## config.mk

```make
export PLATFORM = sky130hd
export DESIGN_NAME = du_uart_tx_arbiter
export DESIGN_NICKNAME = d
export VERILOG_FILES = /design/src/rtl/du_uart_tx_arbiter_pkg.sv /design/src/rtl/du_rr_picker.sv /design/src/rtl/du_uart_tx_arbiter.sv
export SDC_FILE = /design/constraint.sdc
export NUM_CORES = 1
export LEC_CHECK = 0
export BUFFER_PORTS_ARGS = -buffer_cell sky130_fd_sc_hd__buf_2
export CAP_MARGIN = 10
export CELL_PAD_IN_SITES_DETAIL_PLACEMENT = 1
export CELL_PAD_IN_SITES_GLOBAL_PLACEMENT = 1
export CORE_MARGIN = 4
export CORE_UTILIZATION = 31
export CTS_CLUSTER_DIAMETER = 50
export DETAILED_ROUTE_END_ITERATION = 10
export PLACE_DENSITY = 0.88
export SKIP_LAST_GASP = 1
export SLEW_MARGIN = 30
export SYNTH_ARGS = -nofsm -noshare
export SYNTH_HDL_FRONTEND = slang
export SYNTH_SLANG_ARGS = --single-unit
```

## constraint.sdc

```tcl
create_clock -name clk -period 3.9 [get_ports clk]
set_input_delay 0.585 -clock clk [delete_from_list [all_inputs] [get_ports clk]]
set_output_delay 0.585 -clock clk [all_outputs]
set_load 0.005 [all_outputs]
```

## src/rtl/du_uart_tx_arbiter_pkg.sv

```systemverilog
// Shared debug-unit definitions: arbiter state encodings and requester indices.
package du_pkg;

  localparam logic [1:0] DU_ARB_IDLE  = 2'd0;
  localparam logic [1:0] DU_ARB_GRANT = 2'd1;
  localparam logic [1:0] DU_ARB_DRAIN = 2'd2;

  localparam int unsigned DU_REQ_MASTER = 0;
  localparam int unsigned DU_REQ_IMEM   = 1;
  localparam int unsigned DU_REQ_REGS   = 2;
  localparam int unsigned DU_REQ_DMEM   = 3;

endpackage

```

## src/rtl/du_rr_picker.sv

```systemverilog
// Combinational round-robin picker: one-hot winner searched from the bit after last_gnt_i.
module du_rr_picker
  import du_pkg::*;
#(
  parameter int unsigned N_REQ = 4
) (
  input  logic [N_REQ-1:0] req_i,
  input  logic [N_REQ-1:0] last_gnt_i,
  output logic [N_REQ-1:0] gnt_o,
  output logic             valid_o
);

  logic [N_REQ-1:0] hi_mask;
  logic [N_REQ-1:0] hi_req;
  logic [N_REQ-1:0] pool;

  // Requests strictly above the last winner take precedence; otherwise wrap to bit 0.
  always_comb begin
    hi_mask = ~((last_gnt_i << 1) - N_REQ'(1));
    hi_req  = req_i & hi_mask;
    pool    = (hi_req != '0) ? hi_req : req_i;
    gnt_o   = pool & (~pool + N_REQ'(1));
    valid_o = (req_i != '0);
  end

endmodule

```

## src/rtl/du_uart_tx_arbiter.sv

```systemverilog
// Round-robin owner of the debug unit's UART TX FIFO write port; forwards only the owner's strobes.
module du_uart_tx_arbiter
  import du_pkg::*;
#(
  parameter int unsigned NB_UART_DATA = 8,
  parameter int unsigned N_REQ        = 4
) (
  input  logic                          clk,
  input  logic                          i_rst,
  input  logic [N_REQ-1:0]              i_req,
  input  logic [N_REQ-1:0]              i_wr,
  input  logic [N_REQ*NB_UART_DATA-1:0] i_wdata,
  input  logic [N_REQ-1:0]              i_tx_start,
  input  logic                          i_tx_done,
  output logic [N_REQ-1:0]              o_gnt,
  output logic                          o_wr,
  output logic [NB_UART_DATA-1:0]       o_wdata,
  output logic                          o_tx_start,
  output logic                          o_busy,
  output logic                          o_err
);

  logic [1:0]              state_q, state_d;
  logic [N_REQ-1:0]        gnt_q, gnt_d;
  logic [N_REQ-1:0]        last_q, last_d;
  logic                    wr_q, wr_d;
  logic [NB_UART_DATA-1:0] wdata_q, wdata_d;
  logic                    start_q, start_d;
  logic                    err_q, err_d;
  logic                    pend_q, pend_d;

  logic [N_REQ-1:0]        pick_gnt;
  logic                    pick_valid;
  logic [NB_UART_DATA-1:0] owner_data;
  logic                    fwd_wr, fwd_start, owner_req, intrude;

  du_rr_picker #(.N_REQ(N_REQ)) u_picker (
    .req_i      (i_req),
    .last_gnt_i (last_q),
    .gnt_o      (pick_gnt),
    .valid_o    (pick_valid)
  );

  always_comb begin
    owner_data = '0;
    for (int unsigned k = 0; k < N_REQ; k++) begin
      if (gnt_q[k]) owner_data = i_wdata[k*NB_UART_DATA +: NB_UART_DATA];
    end
    // gnt_q is all-zero in IDLE, so every IDLE strobe lands in intrude.
    fwd_wr    = |(i_wr & gnt_q);
    fwd_start = |(i_tx_start & gnt_q);
    owner_req = |(i_req & gnt_q);
    intrude   = |((i_wr | i_tx_start) & ~gnt_q);

    pend_d  = fwd_start | (pend_q & ~i_tx_done);
    wr_d    = fwd_wr;
    wdata_d = fwd_wr ? owner_data : '0;
    start_d = fwd_start;
    err_d   = err_q | intrude | ((state_q == DU_ARB_DRAIN) & (fwd_wr | fwd_start));

    state_d = state_q;
    gnt_d   = gnt_q;
    last_d  = last_q;
    // pend_d includes a start coinciding with the req drop, which must still drain.
    case (state_q)
      DU_ARB_IDLE: begin
        if (pick_valid) begin
          gnt_d   = pick_gnt;
          last_d  = pick_gnt;
          state_d = DU_ARB_GRANT;
        end
      end
      DU_ARB_GRANT: begin
        if (!owner_req) begin
          if (pend_d) begin
            state_d = DU_ARB_DRAIN;
          end else begin
            state_d = DU_ARB_IDLE;
            gnt_d   = '0;
          end
        end
      end
      DU_ARB_DRAIN: begin
        if (!pend_d) begin
          state_d = DU_ARB_IDLE;
          gnt_d   = '0;
        end
      end
      default: begin
        state_d = DU_ARB_IDLE;
        gnt_d   = '0;
      end
    endcase
  end

  always_ff @(posedge clk) begin
    if (i_rst) begin
      state_q <= DU_ARB_IDLE;
      gnt_q   <= '0;
      last_q  <= N_REQ'(1) << (N_REQ - 1);
      wr_q    <= 1'b0;
      wdata_q <= '0;
      start_q <= 1'b0;
      err_q   <= 1'b0;
      pend_q  <= 1'b0;
    end else begin
      state_q <= state_d;
      gnt_q   <= gnt_d;
      last_q  <= last_d;
      wr_q    <= wr_d;
      wdata_q <= wdata_d;
      start_q <= start_d;
      err_q   <= err_d;
      pend_q  <= pend_d;
    end
  end

  assign o_gnt      = gnt_q;
  assign o_wr       = wr_q;
  assign o_wdata    = wdata_q;
  assign o_tx_start = start_q;
  assign o_busy     = (state_q != DU_ARB_IDLE);
  assign o_err      = err_q;

endmodule

```

==> summary.md, run 1 <==
The reported net switching power was 0.209 mW; the number of instances on the worst hold path was 2. The design internal power is 0.405 mW, and the total power density per cell area is 381 mW/mm². Setup repair after global routing left no endpoint under its margin. Of all nets on the critical path, the largest fanout is 22. The logs give 1 for the number of H-tree levels and 0.119 mV for the worst supply voltage drop on vdd. The analysis attributes to cell leakage a power of 0.770 nW. The run gives 0.0252 as the met3 track utilization from global routing.

The async set or reset register ratio after synthesis came out at 0. TritonCTS built the clock tree. Terminating pin of the worst hold path: last_q[1]. The final cycle utilization of the critical path works out to 0.496. Register bit total from synthesis: 21.

The per-cell via count in the routed design was 5.20; the post-synthesis cell area was 0.00124 mm². The launch point of the worst hold path is last_q[1]. Worst flop-to-flop path endpoint: o_gnt[2]. The share of final-layout standard cells stronger than drive strength 1 was 0.314; the number of ports placed on the die boundary was 63. The total CTS buffers is 3, and the number of warning messages in the yosys log is 0.

The number of pins with negative max-slew slack in the final report was 0. Summed over all failing endpoints, the final setup total negative slack is 0 ps. The setup check on the worst reg-to-reg path leaves a slack of 1990 ps. For this design, the slowest cell found on the critical path is sky130_fd_sc_hd__dfxtp_1. The flow ran to the end, and the final reports show no timing, DRC or antenna violations. After filler insertion, the fill cell instance count of the layout stands at 491.

For this block, the routed nets add up to 3990 µm of wire. The max-capacitance violation count is 0. After detailed routing, the average wire length per cell comes to 15.5 µm. For this block, the initial DRC count from the detailed router was 57.

The net count of the finished layout is 262. Synthesis handed over a netlist of 153 instances. Once detail routing completed, the nets flagged for antenna violations numbered 0. The smallest clock period supported by the final layout is computed as 1930 ps. The tools report the count of unresolved DRC violations after routing as 0.

The number of hold buffers added after CTS was 0. The run gives 1,342 as the via count of the routed design. The depth of the most critical reg-to-reg path is 4. The initialized floorplan defines 22 standard-cell rows. The region available for standard cell placement spans 0.00377 mm².

The clock drives 21 sinks. Grouping stages by cell kind, the critical path spends the most delay in flip-flops. After synthesis, the netlist uses 35 different library cells. The global routing stage identified its most utilized layer as met2. STA classifies the critical path endpoint as an output pin. The tools report the critical register-to-register path startpoint as o_gnt[2]. For the area enclosed by the die boundary, the log shows 0.00508 mm². The die is 71.3 µm tall. Once detailed placement completed, the half-perimeter wirelength came to 3080 µm.

The post-route clock skew is 4.23 ps, and the switching share of power is 0.340. No sink is reached through more buffers than the 2 on the longest clock path. The number of gates resized after CTS was 0. For the worst setup path, the data arrival time is 1350 ps.

The clock-pin slew of the registers on the worst-case setup and hold paths is 80 ps. For the number of antenna violations at the first check in global routing, the log shows 0. The clock reaches the later pin of the worst-skew pair after 260 ps. The share of total power in the clock network was 0.242. In this run the mean area of a mapped cell was 8.11 µm². CTS placed an instance of sky130_fd_sc_hd__clkbuf_8 at the clock tree root.

For the global-route congestion overflow total, the log shows 0. The most used flip-flop cell after synthesis is sky130_fd_sc_hd__dfxtp_1. The final count of hold timing violations came out at 0. Before antenna repair, the detailed router went through 4 iterations. Number of global-route vias before repair: 1,405.

Data on the critical path is required at its endpoint by 3310 ps. The logs give 0.276 for the met2 capacity usage during global routing and 0.339 for the sequential area share after synthesis. The total routing resource utilization after global routing came out at 0.157. The logs give 0 for the final antenna diode count and 0.517 GHz for the peak clock frequency supported by timing. The largest incremental delay on the critical path is 840 ps, and the transition time at the pin with the least slew margin is 785 ps. The placer congestion estimate is 0.792, and the post-CTS setup repair buffer count is 0. The count of port buffers added during placement is 62, and the portion of total power attributed to combinational logic is 0.329. The layout overhead on the synthesized area came out at 29.7%. Kind of start point of the critical path: a register. Setup violations remaining at the end of the flow were counted as 0.

The remaining max-slew budget at the tightest pin was 0.476. Measured along the x axis, the die boundary spans 71.3 µm. The post-synthesis net count is 204. Summing internal, switching and leakage power gives 0.614 mW.

The tools report the total area of multi-input combinational cells as 703 µm². The first-pass GRT wire length came out at 6420 µm. The critical path in this run is classified as register to output pin. The signal on the critical path passes through buf_2. Entering global routing, the biggest net connects 23 pins. The tools report the sequential cell fraction of total power as 0.429.

Number of flops mapped to enable cells by yosys: 0. The starting utilization of the core area came out at 0.329. The combined buffer and inverter count along the critical path was 1. In this run the worst hold path is classified as register to register. The met1 track utilization from global routing was 0.191; the area taken by flip-flops and latches was 420 µm².
logic make-up after synthesis:
family / count (synthesis) / share of synthesized area
multiplexers: 5 / 0.0403
adder cells (fa/ha/maj): 4 / 0.0403
flip-flops: 21 / 0.339
buffers and inverters: 28 / 0.0948
XOR/XNOR: 1 / 0.0131
AO/OA/AOI/OAI: 51 / 0.303
AND/OR/NAND/NOR: 43 / 0.169
metrics by stage:
| stage | area (µm²) | setup WS, ps | cells | util | hold WS, ps |
|---|---|---|---|---|---|
| 4_1_cts | 1610 | 1940 | 258 | 0.427 | 469 |
| 5_1_grt | 1610 | 1770 | 258 | 0.427 | 501 |
| 2_1_floorplan | 1240 | 2200 | 153 | - | 433 |
| 3_3_place_gp | 1570 | 2090 | 254 | 0.415 | 444 |
| 6_report | 1610 | 1970 | 258 | 0.427 | 467 |
| 3_5_place_dp | 1570 | 1980 | 254 | 0.415 | 454 |
flip-flops by register name (all words and copies together) (netlist names):
signal and count:
o_wr 1, pend_q 1, o_gnt 4, state_q 2, last_q 3, o_tx_start 1
o_err 1, o_wdata 8
layout make-up:
type	count	share of cell area
sequential	21	0.261
inverter	19	0.0443
tap	48	0.0373
clock buffer	4	0.0280
timing repair buffer	62	0.193
multi-input combinational	104	0.437
routing by layer:
layer / wire (µm) / up-vias
met5: 0 / -
met4: 65 / 0
met3: 135 / 6
met2: 2100 / 24
met1: 1690 / 640
li1: - / 672
how the worst max path moves through the flow:
stage               slack, ps  depth (start not counted)       from        to
floorplan                2200                          6  last_q[0]  o_gnt[3]
global placement         2090                          6  last_q[0]  o_gnt[3]
detailed placement       1980                          4   o_gnt[2]  o_gnt[2]
CTS                      1940                          4   o_gnt[2]  o_gnt[2]
global route             1770                          4   o_gnt[2]  o_gnt[2]
finish                   1970                          1   o_gnt[3]  o_gnt[3]
synth_stat cells (2+ instances only):
cell | n | area share
sky130_fd_sc_hd__ha_1 | 4 | 0.040
sky130_fd_sc_hd__a22o_1 | 2 | 0.014
sky130_fd_sc_hd__o22ai_1 | 2 | 0.010
sky130_fd_sc_hd__a21oi_1 | 13 | 0.052
sky130_fd_sc_hd__nand2b_1 | 2 | 0.010
sky130_fd_sc_hd__inv_1 | 19 | 0.057
sky130_fd_sc_hd__and4bb_1 | 2 | 0.020
sky130_fd_sc_hd__dfxtp_1 | 21 | 0.34
sky130_fd_sc_hd__clkbuf_1 | 3 | 0.0091
sky130_fd_sc_hd__mux2i_1 | 5 | 0.040
sky130_fd_sc_hd__o21ai_0 | 2 | 0.0081
sky130_fd_sc_hd__o211a_1 | 2 | 0.016
sky130_fd_sc_hd__nand2_1 | 24 | 0.073
sky130_fd_sc_hd__o211ai_1 | 2 | 0.012
sky130_fd_sc_hd__nor2_1 | 7 | 0.021
sky130_fd_sc_hd__a221oi_1 | 11 | 0.078
sky130_fd_sc_hd__buf_2 | 4 | 0.016
sky130_fd_sc_hd__a211o_1 | 8 | 0.056
sky130_fd_sc_hd__a22oi_1 | 4 | 0.024
layout by cell type (no fill, tap or decap), drive strengths merged, types with 5 or more instances in the layout:
master  synthesis  layout
buf             6      62
nand2          24      24
dfxtp          21      21
inv            19      19
a21oi          13      13
a221oi         11      11
a211o           8       8
nor2            7       7
mux2i           5       5
power groups by stage:
| stage | clock, mW | combinational [mW] | sequential [mW] |
|---|---|---|---|
| CTS | 0.152 | 0.203 | 0.264 |
| global placement | 0 | 0.196 | 0.267 |
| finish | 0.149 | 0.202 | 0.263 |
| global route | 0.161 | 0.226 | 0.268 |
| floorplan | 0 | 0.146 | 0.252 |
| detailed placement | 0 | 0.201 | 0.269 |
Note: power is estimated with default switching activity, not from simulation.
==> inputs of run 2 (changes only) <==
==> constraint.sdc (replaced) <==
create_clock -name clk -period 1.8 [get_ports clk]
set_input_delay 0.27 -clock clk [delete_from_list [all_inputs] [get_ports clk]]
set_output_delay 0.27 -clock clk [all_outputs]
set_load 0.005 [all_outputs]
==> run 2 against run 1 <==
Register-to-register slack got worse by 1900 ps. Critical path type is now register to register. Power up 130%. Largest cell class unchanged. Clock skew down 1.8 ps.
==> summary.md, run 2 (synthesis results as in run 1) <==
The per-cell via count in the routed design was 5.38 (was 5.20); the half-perimeter wire length after detailed placement was 3300 µm (was 3080 µm). Based on the critical path, the design can be clocked at up to 0.572 GHz. For the net count reported at finish, the log shows 273 (was 262). The number of standard-cell rows in the floorplan is 22 (unchanged).

The layout overhead on the synthesized area works out to 37.7% (was 29.7%). The number of antenna violations at the first check in global routing is 0 (unchanged), and the worst setup timing slack at the placement stage is 82.2 ps (was 1980 ps). The total power density per cell area is 838 mW/mm² (was 381 mW/mm²), and the placeable core region is 0.00377 mm² (unchanged). The endpoint kind of the worst setup timing path was a register (was an output pin). Remaining antenna violation count: 0 (unchanged). Number of violations reported at the end of detailed-routing iteration 0: 56 (was 57).

The most common cell after layout, fill and taps aside is sky130_fd_sc_hd__buf_2 (unchanged). The met1 layer wirelength in the final routing is 1660 µm (was 1690 µm), and the clock sink count is 21 (unchanged). The clock-pin slew of the registers on the worst-case setup and hold paths was 90 ps (was 80 ps). The final cycle utilization of the critical path is 0.971, and the number of global-route vias before repair is 1,473 (was 1,405). The met3 routed wirelength was 217 µm (was 135 µm); the pin count of the biggest net entering global routing was 20 (was 23). For the final sum of negative setup slack, the log shows 0 ps (unchanged). The highest metal layer with signal wires was met4 (unchanged). The tools report the first-pass GRT wire length as 6850 µm (was 6420 µm). The maximum buffer depth of the clock tree was 2 (unchanged); the detailed-routing iteration count for the pre-antenna-repair pass was 4 (unchanged).

Final count of hold timing violations: 0 (unchanged). The critical setup path kind was register to register (was register to output pin). For the placer congestion estimate, the log shows 0.831 (was 0.792).

The share of final-layout standard cells stronger than drive strength 1 was 0.367 (was 0.314); the global-route congestion overflow total was 0 (unchanged). The remaining max-slew budget at the tightest pin was 0.736 (was 0.476); the smallest hold slack was 234 ps (was 467 ps). The shortest clock period the worst path allows after layout was 1750 ps. The required time of the critical path is 2010 ps (was 3310 ps). The met2 wirelength from detailed routing came out at 2420 µm (was 2100 µm). Setup repair after global routing could not meet its margin everywhere. The count of unresolved DRC violations after routing is 0 (unchanged), and the max-capacitance violation count is 0 (unchanged). The die span in y was 71.3 µm (unchanged). The flow ran to the end, and the final reports show no timing, DRC or antenna violations.

The transition time at the pin with the least slew margin is 392 ps (was 785 ps). The number of pins with negative max-slew slack in the final report is 0 (unchanged), and the count of port buffers added during placement is 62 (unchanged). The largest fanout on the critical path came out at 5 (was 22). The total routing resource utilization after global routing was 0.169 (was 0.157). The logs give 3 (unchanged) for the total CTS buffers and 1,446 (was 1,342) for the via count of the routed design. The number of ports placed on the die boundary is 63 (unchanged). The flip-flop count of the largest register, all copies and words added was 8 (unchanged). TritonCTS built the clock tree.

The run gives 0 (unchanged) as the hold buffer count at cts. The buffer type at the clock tree root was sky130_fd_sc_hd__clkbuf_8 (unchanged). The routed wire length is 4400 µm (was 3990 µm).

The tools report the worst supply voltage drop on vdd as 0.391 mV (was 0.119 mV). The tools report the kind of start point of the critical path as a register (unchanged). The area enclosed by the die boundary is 0.00508 mm² (unchanged).

The count of endpoints failing setup in the final report is 0 (unchanged), and the final antenna diode count is 0 (unchanged). The leakage component of the power is 0.831 nW (was 0.770 nW). The post-route clock skew was 2.47 ps (was 4.23 ps); the die extent in x was 71.3 µm (unchanged). Highest-count cells in the layout ignoring fill and taps: 62 x sky130_fd_sc_hd__buf_2, 24 x sky130_fd_sc_hd__nand2_1, 21 x sky130_fd_sc_hd__dfxtp_1 (unchanged).

Starting utilization of the core area: 0.329 (unchanged). The minimum setup slack in the final design is 52.9 ps (was 1970 ps). The average wire per standard cell was 16.3 µm (was 15.5 µm); the number of H-tree levels was 1 (unchanged).

The tools report the worst endpoint data arrival time as 1960 ps (was 1350 ps). The number of filler cells placed in the layout was 478 (was 491). The worst hold path class is input pin to register (was register to register). The clock latency on the worst-skew pair is 270 ps (was 260 ps).
-- run 2: cell count changes in the layout (fill, tap and decap cells not counted) --
| cell | before | now |
|---|---|---|
| sky130_fd_sc_hd__a2111oi_0 | 1 | 0 |
| sky130_fd_sc_hd__a2111oi_2 | 0 | 1 |
| sky130_fd_sc_hd__a221oi_1 | 11 | 10 |
| sky130_fd_sc_hd__a221oi_2 | 0 | 1 |
| sky130_fd_sc_hd__buf_4 | 0 | 11 |
| sky130_fd_sc_hd__clkbuf_1 | 1 | 0 |
| sky130_fd_sc_hd__clkinv_2 | 0 | 1 |
| sky130_fd_sc_hd__ha_1 | 4 | 3 |
| sky130_fd_sc_hd__ha_2 | 0 | 1 |
-- run 2: power by group --
part           internal (mW)  leakage [nW]  switching (mW)
Clock                  0.155        0.0255           0.183
Sequential             0.507         0.171          0.0371
Combinational          0.272         0.634           0.279
-- run 2: worst paths after layout --
path               startpoint  depth (start not counted)         end  slack (ps)
setup / recovery    last_q[0]                          8    o_gnt[1]          50
hold / removal    i_wdata[25]                          3  o_wdata[1]         230
setup reg to reg    last_q[0]                          8    o_gnt[1]          50
hold reg to reg     last_q[1]                          2   last_q[1]         460
-- run 2: metrics by stage --
stage	cell area (µm²)	std cells	power, mW	util
after floorplan	1240	153	0.862	-
after global placement	1630	262	1.03	0.431
after detailed placement	1630	262	1.06	0.431
after CTS	1670	266	1.40	0.444
after global routing	1710	269	1.52	0.453
final	1710	269	1.43	0.453
-- run 2: worst max-delay path, stage by stage (launching register included) --
cell and delay (ps):
sky130_fd_sc_hd__dfxtp_1 330, sky130_fd_sc_hd__inv_1 50, sky130_fd_sc_hd__ha_2 190, sky130_fd_sc_hd__xnor2_2 180
sky130_fd_sc_hd__buf_4 160, sky130_fd_sc_hd__buf_4 120, sky130_fd_sc_hd__a221oi_1 350, sky130_fd_sc_hd__o2111ai_1 150
sky130_fd_sc_hd__mux2i_1 140
-- run 2: layer usage --
metal	vias up	global-route usage
li1	693	-
met1	702	0.193
met2	43	0.312
met3	8	0.0252
met4	0	0.0668
met5	-	0
-- run 2: area by class of cell --
class / count / area, µm² / share of cell area
Inverter: 19 / 71.3 / 0.0417
Timing Repair Buffer: 73 / 393 / 0.230
Clock buffer: 3 / 41.3 / 0.0242
Sequential cell: 21 / 420 / 0.246
Tap cell: 48 / 60.1 / 0.0351
Clock inverter: 1 / 5.00 / 0.00293
Multi-Input combinational cell: 104 / 718 / 0.420
-- run 2: what timing repair did --
item / in CTS / in global routing
buffers inserted: 0 / 3
endpoints found under the setup margin: 1 / 4
gates resized for setup: 1 / 3
endpoints found under the hold margin: 0 / 0
pin swaps: 0 / 2
